<file path="config.mk">
export PLATFORM = sky130hd
export DESIGN_NAME = mcs4_ram_initiator
export DESIGN_NICKNAME = d
export VERILOG_FILES = /design/src/rtl/mcs4_ram_initiator_pkg.sv /design/src/rtl/mcs4_cycle_timer.sv /design/src/rtl/mcs4_ram_initiator.sv
export SDC_FILE = /design/constraint.sdc
export NUM_CORES = 1
export LEC_CHECK = 0
export ABC_AREA = 1
export BUFFER_PORTS_ARGS = -buffer_cell sky130_fd_sc_hd__buf_2
export CORE_UTILIZATION = 60
export DETAILED_ROUTE_END_ITERATION = 10
export PLACE_DENSITY = 0.82
export RECOVER_POWER = 50
export REMOVE_ABC_BUFFERS = 1
export SLEW_MARGIN = 20
export SYNTH_ARGS = -nofsm -noshare
export SYNTH_HDL_FRONTEND = slang
export SYNTH_HIERARCHICAL = 1
export SYNTH_SLANG_ARGS = --single-unit
</file>
<file path="constraint.sdc">
create_clock -name clk -period 4.5 [get_ports clk]
set_input_delay 0.45 -clock clk [delete_from_list [all_inputs] [get_ports clk]]
set_output_delay 0.45 -clock clk [all_outputs]
set_load 0.05 [all_outputs]
</file>
<file path="src/rtl/mcs4_ram_initiator_pkg.sv">
// Shared MCS-4 bus types plus the RAM/IO initiator command and state definitions.
package mcs4_ram_initiator_pkg;

  typedef logic [3:0] char_t;
  typedef logic [7:0] byte_t;

  typedef enum logic [2:0] {A1, A2, A3, M1, M2, X1, X2, X3} instr_cyc_t;

  typedef enum logic [3:0] {
    WRM = 4'h0, WMP, WRR, WPM, WR0, WR1, WR2, WR3,
    SBM, RDM, RDR, ADM, RD0, RD1, RD2, RD3
  } ioram_opa_t;

  localparam char_t Opr_src = 4'h2;
  localparam char_t Opr_io  = 4'hE;

  typedef struct packed {
    ioram_opa_t  opa;
    logic [1:0]  bank;
    byte_t       addr;
    char_t       wdata;
  } ioram_cmd_t;

  typedef enum logic [1:0] {IDLE, SRC, IO} init_state_t;

  // The upper half of the I/O opcode space is the read group.
  function automatic logic is_ioram_read(ioram_opa_t opa);
    return opa[3];
  endfunction

endpackage

</file>
<file path="src/rtl/mcs4_cycle_timer.sv">
// Free-running A1..X3 instruction-cycle phase counter; sync marks X3.
module mcs4_cycle_timer
  import mcs4_ram_initiator_pkg::*;
(
  input  logic       clk,
  input  logic       rst,
  output instr_cyc_t phase,
  output instr_cyc_t phase_nxt,
  output logic       sync
);

  always_comb begin
    phase_nxt = (phase == X3) ? A1 : instr_cyc_t'(phase + 3'd1);
  end

  // Parking in X3 keeps sync high through reset so bus agents resync on release.
  always_ff @(posedge clk) begin
    if (rst) phase <= X3;
    else     phase <= phase_nxt;
  end

  assign sync = (phase == X3);

endmodule

</file>
<file path="src/rtl/mcs4_ram_initiator.sv">
// CPU-side initiator for the 4002 RAM bus: turns host commands into SRC + I/O instruction cycles.
module mcs4_ram_initiator
  import mcs4_ram_initiator_pkg::*;
#(
  parameter int NUM_BANKS = 1,
  parameter int SRC_CACHE = 1
) (
  input  logic                 clk,
  input  logic                 rst,
  output logic                 sync,
  output logic [NUM_BANKS-1:0] cm_ram,
  output logic [3:0]           dbus_out,
  input  logic [3:0]           dbus_in,
  input  logic                 cmd_valid,
  output logic                 cmd_ready,
  input  logic [3:0]           cmd_opa,
  input  logic [1:0]           cmd_bank,
  input  logic [7:0]           cmd_addr,
  input  logic [3:0]           cmd_wdata,
  output logic                 rsp_valid,
  output logic [3:0]           rsp_data
);

  // Handshake: a command transfers on a clock where cmd_valid && cmd_ready; cmd_ready
  // is only ever high in X3 of an IDLE or IO cycle, and cmd_* need only be stable then.

  instr_cyc_t  phase, phase_nxt;
  init_state_t state, state_nxt;
  ioram_cmd_t  cmd, cmd_nxt;
  logic        addr_vld;
  logic [1:0]  last_bank;
  byte_t       last_addr;
  logic        accept, src_needed, cur_bank_ok;
  logic [NUM_BANKS-1:0] bank_sel, cm_nxt;
  char_t       dbus_nxt;

  mcs4_cycle_timer u_timer (
    .clk       (clk),
    .rst       (rst),
    .phase     (phase),
    .phase_nxt (phase_nxt),
    .sync      (sync)
  );

  always_comb begin
    accept      = cmd_valid && cmd_ready;
    src_needed  = (SRC_CACHE == 0) || !addr_vld || (cmd_bank != last_bank) || (cmd_addr != last_addr);
    cur_bank_ok = int'(cmd.bank) < NUM_BANKS;

    cmd_nxt = cmd;
    if (accept) cmd_nxt = '{opa: ioram_opa_t'(cmd_opa), bank: cmd_bank, addr: cmd_addr, wdata: cmd_wdata};

    state_nxt = state;
    if (phase == X3) begin
      case (state)
        SRC:     state_nxt = IO;
        default: state_nxt = accept ? (src_needed ? SRC : IO) : IDLE;
      endcase
    end

    // Out-of-range banks match no bit, so the cycles run with cm_ram silent.
    bank_sel = '0;
    for (int b = 0; b < NUM_BANKS; b++) begin
      if (int'(cmd_nxt.bank) == b) bank_sel[b] = 1'b1;
    end

    // Bus outputs are registered, so they are computed for the phase about to start.
    cm_nxt   = '0;
    dbus_nxt = '0;
    case (state_nxt)
      SRC: begin
        case (phase_nxt)
          M1: dbus_nxt = Opr_src;
          M2: dbus_nxt = 4'h1;
          X2: begin
            cm_nxt   = bank_sel;
            dbus_nxt = cmd_nxt.addr[7:4];
          end
          X3: dbus_nxt = cmd_nxt.addr[3:0];
          default: dbus_nxt = '0;
        endcase
      end
      IO: begin
        case (phase_nxt)
          M1: dbus_nxt = Opr_io;
          M2: begin
            cm_nxt   = bank_sel;
            dbus_nxt = cmd_nxt.opa;
          end
          // cm_ram stays low in X2 so the 4002 keeps its latched address.
          X2: dbus_nxt = is_ioram_read(cmd_nxt.opa) ? 4'h0 : cmd_nxt.wdata;
          default: dbus_nxt = '0;
        endcase
      end
      default: begin
        cm_nxt   = '0;
        dbus_nxt = '0;
      end
    endcase
  end

  always_ff @(posedge clk) begin
    if (rst) begin
      state     <= IDLE;
      cmd       <= '0;
      cm_ram    <= '0;
      dbus_out  <= '0;
      cmd_ready <= 1'b0;
      rsp_valid <= 1'b0;
      rsp_data  <= '0;
      addr_vld  <= 1'b0;
      last_bank <= '0;
      last_addr <= '0;
    end else begin
      state     <= state_nxt;
      cmd       <= cmd_nxt;
      cm_ram    <= cm_nxt;
      dbus_out  <= dbus_nxt;
      cmd_ready <= (phase_nxt == X3) && (state_nxt != SRC);
      rsp_valid <= (state == IO) && (phase == X2);
      if ((state == IO) && (phase == X2)) begin
        rsp_data <= (is_ioram_read(cmd.opa) && cur_bank_ok) ? dbus_in : 4'h0;
      end
      if ((state == SRC) && (phase == X3)) begin
        last_addr <= cmd.addr;
        last_bank <= cmd.bank;
        addr_vld  <= cur_bank_ok;
      end
    end
  end

endmodule

</file>
==> results of run 1 <==
cell type report:
type / count / area [um^2]
Timing Repair Buffer: 36 / 177.7
Tap cell: 46 / 57.56
Inverter: 60 / 225.2
Clock inverter: 2 / 10.01
Clock buffer: 6 / 41.29
Fill cell: 325 / 1012
Multi-Input combinational cell: 214 / 991.0
Sequential cell: 45 / 900.9
power by group:
group	internal [mW]	switching (mW)	total, mW
combinational	0.0451	0.0977	0.143
sequential	0.410	0.00909	0.419
clock	0.0597	0.128	0.188
total	0.515	0.235	0.750
worst register-to-register path: stages, from the launching register on:
cell and delay [ns]:
dfxtp_1 0.41, inv_1 0.06, nor2_1 0.21, nand2_1 0.46, o21a_1 0.27, nand2_1 0.10, ha_1 0.23, or2_2 0.35
a21oi_1 0.13
per-stage QoR:
step                cells    util  instance area (um^2)
floorplan             319       -                  2150
global placement      401  0.6989                  2387
detailed placement    401  0.6989                  2387
CTS                   409  0.7139                  2439
global route          409  0.7037                  2404
finish                409  0.7037                  2404
worst min path at each step:
stage / from / end / slack (ns) / cells after the start
after detailed placement: last_addr[7] / last_addr[7] / 0.46 / 2
final: dbus_in[0] / rsp_data[0] / 0.33 / 3
after floorplan: last_addr[1] / last_addr[1] / 0.44 / 2
after global placement: last_addr[7] / last_addr[7] / 0.46 / 2
after CTS: dbus_in[0] / rsp_data[0] / 0.32 / 3
after global routing: dbus_in[3] / rsp_data[3] / 0.34 / 3
layer usage:
| metal | vias to the layer above | GRT usage | routed length [um] |
|---|---|---|---|
| li1 | 1078 | - | - |
| met1 | 911 | 0.3341 | 2271 |
| met4 | 0 | 0.09593 | 72 |
| met2 | 36 | 0.4524 | 2216 |
| met5 | - | 0 | 0 |
| met3 | 7 | 0.07117 | 161 |
cells by family (layout without fill, tap and decap cells):
kind of cell,count (synthesis),in the layout,share of synthesized area
DFF,45,45,0.4091
AOI/OAI and AO/OA,62,62,0.1614
adders and majority gates,4,4,0.02273
and+or+nand+nor,147,147,0.2767
xor gates and xnor gates,1,1,0.003978
buffers and inverters,68,104,0.1261
sequential cells by signal, summed over array words and instances (netlist names):
signal	cells
dbus_out	4
cm_ram	1
addr_vld	1
rsp_valid	1
state	2
last_addr	8
cmd_ready	1
cmd	18
rsp_data	4
last_bank	2
u_timer/phase	3
placed cells by master (no fill, tap or decap):
cell type / instances
nand3_1: 15
or2_1: 2
clkinv_2: 2
o2111ai_1: 1
nor2_2: 1
nor3_1: 2
nor3b_1: 1
inv_1: 59
clkbuf_1: 3
ha_1: 4
nor2_4: 1
a21oi_2: 1
buf_2: 34
nand2_2: 1
xnor2_1: 1
o211ai_1: 1
o21ai_0: 29
inv_2: 1
nor2_1: 38
a211oi_2: 1
or2_2: 1
a21oi_1: 21
dfxtp_1: 45
clkbuf_4: 5
nand2_1: 84
o21ai_1: 6
nand4_1: 1
o21a_1: 2
==> results.yml, run 1 <==
detailed_routing:
  via_per_inst: 4.968
  vias: 2032
  first_pass_iters: 4
  drt_first_iter_violations: 122
  routed_wl_um: 4721
  post_drt_wl_per_cell_um: 11.54
  post-route-drc-count: 0
  drtAntennaViolNets: 0
setup_path:
  crit_arrival_ns: 2.58
  start_kind: "register"
  critical_path.startpoint: "u_timer/phase[0]"
  crit_chain: "inv_1 > nor2_1 > nand2_1 > o21a_1 > nand2_1 > ha_1 > or2_2 > a21oi_1"
  r2r_start: "u_timer/phase[0]"
  reg2reg_depth: 8
  r2r_slack_ns: 2.21
  r2r-end: "dbus_out[3]"
  path_depth: 8
  crit_path_frequent_cell: "nand2_1"
  worstPathBufferInverterCount: 1
  slowest_stage: "nand2_1"
  crit_end: "dbus_out[3]"
  critPathTopFamily: "simple AND/OR/NAND/NOR gates"
  required_ns: 4.79
  crit_fanout: 23
  crit_type: "reg -> reg"
  crit_path_end_kind: "register"
  slowest_delay_ns: 0.46
synthesis:
  ys_warn_count: 6
  netlist_instances: 327
  synth-edff-count: 0
  syn_area_um2: 2202
  syn_avg_cell_area_um2: 6.734
  synth_top_area_cell: "dfxtp_1"
  synth_common_cells: "nand2_1 (83), inv_1 (59), dfxtp_1 (45)"
  yosys.cell_types.count: 28
  synth.area.top_cells: "dfxtp_1 (41%), nand2_1 (14%), inv_1 (10%), nor2_1 (6.3%), a21oi_1 (4.8%)"
  synth_flop_cell: "dfxtp_1"
  async_flop_share: 0
  ys_seq_elements: 45
  yosysMostFrequentCell: "nand2_1"
  synth_top_area_frac: 0.4091
  ys_seq_area_frac: 0.4091
clock_tree:
  cts-htree-levels: 2
  cts_setup_buffers: 0
  holdBufCountCts: 0
  cts_buffers: 5
  root_buffer: "clkbuf_4"
  path_clk_slew_ns: 0.13
  cts_buffer_depth: 2
  clock-sinks: 45
  clk_latency_ns: 0.36
  cts_tree: "done"
  cts_resized: 0
place:
  gp_congestion: 0.8342
  dpl.hpwl_um: 3511
  place_ws_ns: 2.323
  port_buffers: 36
sta:
  hold_viol: 0
  fmax_ghz: 0.4368
  worst_slack_ns: 2.211
  finClkSkew_ns: 0.01227
  min_period_ns: 2.289
  relSlewSlack: 0.2241
  worst_pin_slew_ns: 1.164
  timing.final.crit_share: 0.5087
  setup_violations: 0
  rsz0062_at_grt: "false"
  whs_ns: 0.3335
  fin_setup_tns_ns: 0
  final_max_slew_viol_count: 0
pwr:
  power.static_leakage_nw: 1.135
  finalPower_mw: 0.7495
  peakVddDrop_mv: 0.1924
  power_density_nw_per_um2: 311.8
final_layout:
  drive_above_1_share: 0.1322
  nNetsFinal: 391
  n_antenna_cell: 0
  area_growth_pct: 9.148
floorplan:
  die_w_um: 62.58
  initial_utilization: 0.6447
  ios: 37
  num_rows: 21
  die_y_um: 62.58
  coreArea_um2: 3416
  die_area_um2: 3916
grt:
  overflow: 0
  grt_max_degree: 35
  grt_first_pass_wirelength_um: 8266
  antenna_found_initial: 0
  global_route.usage.total: 0.2709
  grt_pass1_vias: 1900
worst_hold_path:
  hp-class: "in -> reg"
run:
  max-cap-violations: 0
run_status:
  status: "complete, no violations"
Note: power is estimated with default switching activity, not from simulation.
==> run 2, diff against run 1 <==
CORE_UTILIZATION = 55   (was 60)
PLACE_DENSITY = 0.76   (was 0.82)
clock period = 2.4 ns   (was 4.5 ns; I/O delays follow)
==> results.yml, run 2 (same netlist as run 1, synthesis figures left out) <==
run_status:
  status: "complete, no violations"
sta:
  fin_setup_tns_ns: 0
  relSlewSlack: 0.2004
  rsz0062_at_grt: "false"
  fmax_ghz: 0.5171
  worst_pin_slew_ns: 1.199
  final_max_slew_viol_count: 0
  worst_slack_ns: 0.4663
  timing.final.crit_share: 0.8057
  setup_violations: 0
  finClkSkew_ns: 0.004659
  min_period_ns: 1.934
  hold_viol: 0
  whs_ns: 0.1988
clock_tree:
  clk_latency_ns: 0.30
  cts_setup_buffers: 0
  holdBufCountCts: 0
  root_buffer: "clkbuf_8"
  cts_buffer_depth: 2
  cts-htree-levels: 2
  clock-sinks: 45
  cts_resized: 0
  path_clk_slew_ns: 0.08
  cts_buffers: 5
  cts_tree: "done"
final_layout:
  n_antenna_cell: 0
  finalCoreUtilization: 0.6678
  final_area_um2: 2500
  largestRegisters: "cmd: 18 flops, last_addr: 8 flops"
  final_cell_mix: "nand2_1 (83), inv_1 (59), dfxtp_1 (45)"
  final_common_cell: "nand2_1"
  area_growth_pct: 13.52
  regMostFlops: "cmd"
  drive_above_1_share: 0.1209
  largest_reg_flops: 18
  fin_cells: 412
  nNetsFinal: 392
floorplan:
  die_y_um: 65.28
  num_rows: 22
  ios: 37
  coreArea_um2: 3744
  initial_utilization: 0.5882
  die_area_um2: 4261
  die_w_um: 65.28
pwr:
  power_density_nw_per_um2: 688.9
  power.static_leakage_nw: 1.148
  peakVddDrop_mv: 0.4465
  finalPower_mw: 1.722
setup_path:
  crit_chain: "inv_1 > nor2_1 > nand3_1 > nor2_1 > nand2_1 > nand2_1 > inv_1 > ha_1 > or2_2 > a21oi_1"
  crit_type: "reg -> reg"
  crit_arrival_ns: 2.16
  r2r_slack_ns: 0.47
  slowest_stage: "dfxtp_1"
  critical_path.startpoint: "u_timer/phase[0]"
  r2r-end: "dbus_out[1]"
  slowest_delay_ns: 0.39
  reg2reg_depth: 10
  r2r_start: "u_timer/phase[0]"
  crit_fanout: 5
  required_ns: 2.63
  start_kind: "register"
  crit_path_end_kind: "register"
grt:
  global_route.usage.total: 0.2310
  grt.met2_usage: 0.3814
  antenna_found_initial: 0
  overflow: 0
  gr-usage-met1: 0.2934
  grt.met3_usage: 0.05208
  grt_pass1_vias: 1749
  grt_max_degree: 35
  grt.busiest_layer: "met2"
  grt_first_pass_wirelength_um: 7472
place:
  place_inst: 404
  gp_congestion: 0.8254
  port_buffers: 36
  dpl.hpwl_um: 3260
  placed_cell_area_um2: 2397
  place_ws_ns: 0.5725
detailed_routing:
  routed_wl_um: 4480
  first_pass_iters: 4
  post_drt_wl_per_cell_um: 10.87
  drt_first_iter_violations: 131
  vias: 2007
  via_per_inst: 4.871
  drtAntennaViolNets: 0
  post-route-drc-count: 0
worst_hold_path:
  hold_depth: 3
  min_to: "rsp_data[3]"
  min-delay-start: "dbus_in[3]"
  hp-class: "in -> reg"
run:
  max-cap-violations: 0
## run 2: cell count changes in the layout (fill, tap and decap cells not counted), moves of 2 or more
cell	delta
clkbuf_8	+5
bufinv_16	+2
o21ai_2	+2
buf_2	-9
clkbuf_4	-5
clkbuf_1	+8
## run 2: worst max-delay path: cells and delay by family, from the launching register on
family,cells,cell delay (ns)
buf+inv,2,0.10
fa+ha+maj,1,0.27
flops,1,0.39
compound gates,1,0.15
simple gates,6,0.93
## run 2: area by class of cell
class	count	area, um^2
fill	366	1244
timing repair buffer	37	173.9
inverter	60	225.2
clock buffer	5	68.82
sequential	45	900.9
tap	48	60.06
multi-input combinational	214	1006
clock inverter	3	65.06
## run 2: worst max path at each step
| stage | to | slack [ns] | cells past startpoint |
|---|---|---|---|
| 6_report | dbus_out[1] | 0.47 | 10 |
| 5_1_grt | rsp_data[1] | 0.22 | 4 |
| 4_1_cts | dbus_out[1] | 0.52 | 10 |
| 3_5_place_dp | dbus_out[0] | 0.57 | 10 |
| 3_3_place_gp | dbus_out[2] | 0.61 | 13 |
| 2_1_floorplan | dbus_out[0] | 0.48 | 8 |
## run 2: power breakdown
group	internal (mW)	switching, mW
combinational	0.0848	0.179
sequential	0.768	0.0162
clock	0.414	0.261
total	1.27	0.456
## run 2: per-layer routing
layer | wire, um | vias to the layer above
met5 | 0 | -
met4 | 61 | 0
met3 | 193 | 6
met2 | 2075 | 41
met1 | 2150 | 876
li1 | - | 1084
==> run 3, diff against run 2 <==
clock period = 1.95 ns   (was 2.4 ns; I/O delays follow)
==> results.yml, run 3 (same netlist as run 1, synthesis figures left out) <==
run_status:
  status: "complete, no violations"
grt:
  overflow: 0
  global_route.usage.total: 0.2358
  gr-usage-met1: 0.2937
  grt.met3_usage: 0.05035
  grt.met2_usage: 0.4021
  grt_first_pass_wirelength_um: 7659
  antenna_found_initial: 0
  grt_pass1_vias: 1808
  grt_max_degree: 35
  grt.busiest_layer: "met2"
detailed_routing:
  post_drt_wl_per_cell_um: 11.31
  first_pass_iters: 4
  routed_wl_um: 4683
  via_per_inst: 4.853
  drt_first_iter_violations: 123
  drtAntennaViolNets: 0
  vias: 2009
  post-route-drc-count: 0
setup_path:
  crit_path_end_kind: "register"
  required_ns: 2.18
  crit_fanout: 5
  crit_arrival_ns: 2.04
  start_kind: "register"
  crit_type: "reg -> reg"
pwr:
  p_switching_mw: 0.5684
  swShare: 0.2917
  peakVddDrop_mv: 0.5917
  power_density_nw_per_um2: 779.4
  power.static_leakage_nw: 1.142
  p_seq_frac: 0.497
  intPower_mw: 1.380
  clkPwrFrac: 0.321
  combinationalPowerShare: 0.182
clock_tree:
  holdBufCountCts: 0
  clock-sinks: 45
  cts_buffer_depth: 2
  cts_setup_buffers: 0
  clk_latency_ns: 0.29
  cts-htree-levels: 2
  cts_buffers: 5
  root_buffer: "clkbuf_8"
  cts_tree: "done"
  path_clk_slew_ns: 0.08
final_layout:
  nNetsFinal: 394
  final_area_um2: 2500
  final_cell_mix: "nand2_1 (83), inv_1 (59), dfxtp_1 (42)"
  largest_reg_flops: 18
  finalCoreUtilization: 0.6678
  fin_cells: 414
  drive_above_1_share: 0.1448
  regMostFlops: "cmd"
  final_common_cell: "nand2_1"
  largestRegisters: "cmd: 18 flops, last_addr: 8 flops"
  area_growth_pct: 13.52
  n_antenna_cell: 0
sta:
  whs_ns: 0.1614
  finClkSkew_ns: 0.003628
  fmax_ghz: 0.5528
  min_period_ns: 1.809
  relSlewSlack: 0.4116
  timing.final.crit_share: 0.9277
  worst_pin_slew_ns: 0.8826
  hold_viol: 0
  fin_setup_tns_ns: 0
  final_max_slew_viol_count: 0
  setup_violations: 0
  rsz0062_at_grt: "false"
place:
  gp_congestion: 0.8548
  dpl.hpwl_um: 3491
  placed_cell_area_um2: 2412
  place_inst: 406
  port_buffers: 36
floorplan:
  ios: 37
  die_w_um: 65.28
  die_area_um2: 4261
  die_y_um: 65.28
  coreArea_um2: 3744
  num_rows: 22
  initial_utilization: 0.5882
run:
  max-cap-violations: 0
worst_hold_path:
  hp-class: "in -> reg"
## run 3: cell count changes in the layout (fill, tap and decap cells not counted), moves of 3 or more
cell / before / now
dfxtp_1: 45 / 42
dfxtp_2: 0 / 3
o21ai_0: 28 / 22
o21ai_1: 5 / 8
o21ai_2: 2 / 5
## run 3: path summary, 6_finish.rpt
path / start / end / slack [ns] / depth (start not counted)
setup / recovery: u_timer/phase[0] / dbus_out[3] / 0.14 / 9
hold / removal: dbus_in[3] / rsp_data[3] / 0.16 / 3
setup reg to reg: u_timer/phase[0] / dbus_out[3] / 0.14 / 9
hold reg to reg: last_addr[7] / last_addr[7] / 0.47 / 2
## run 3: metal layers
layer	part of all wire	wire length (um)
met5	0	0
met1	0.48	2258
met3	0.036	170
met4	0.012	54
met2	0.47	2200
## run 3: area by class of cell
cell class              instances  area (um^2)
fillers                       374         1244
inverters                      60        225.2
well taps                      48        60.06
flip-flops and latches         45        904.6
clock inverters                 1        5.005
multi-input cells             214         1022
repair buffers                 39        186.4
clock buffers                   7        96.34
## run 3: what timing repair did
| item | 4_1_cts | 5_1_grt |
|---|---|---|
| endpoints found under the hold margin | 0 | 0 |
| resized for setup | 0 | 5 |
| setup endpoints to repair | 0 | 5 |
## run 3: critical path, stage by stage, from the launching register on
cell,delay [ns]
dfxtp_2,0.35
ha_1,0.19
ha_1,0.21
nor2_1,0.19
nand2_1,0.10
nor2_1,0.22
inv_1,0.13
o21ai_1,0.16
nand2_1,0.07
a21oi_1,0.13
## run 3: through the flow
step	power [mW]	setup slack, ns
floorplan	1.227	0.02768
global placement	1.322	0.1782
detailed placement	1.332	0.09193
CTS	1.951	0.07093
global route	2.038	0.008431
finish	1.948	0.1409
## run 3: power groups by stage
stage	sequential, mW	clock [mW]	combinational (mW)
after floorplan	0.989	0	0.239
after global placement	0.985	0	0.336
after detailed placement	0.987	0	0.346
after CTS	0.965	0.635	0.351
after global routing	0.973	0.670	0.395
final	0.969	0.625	0.354
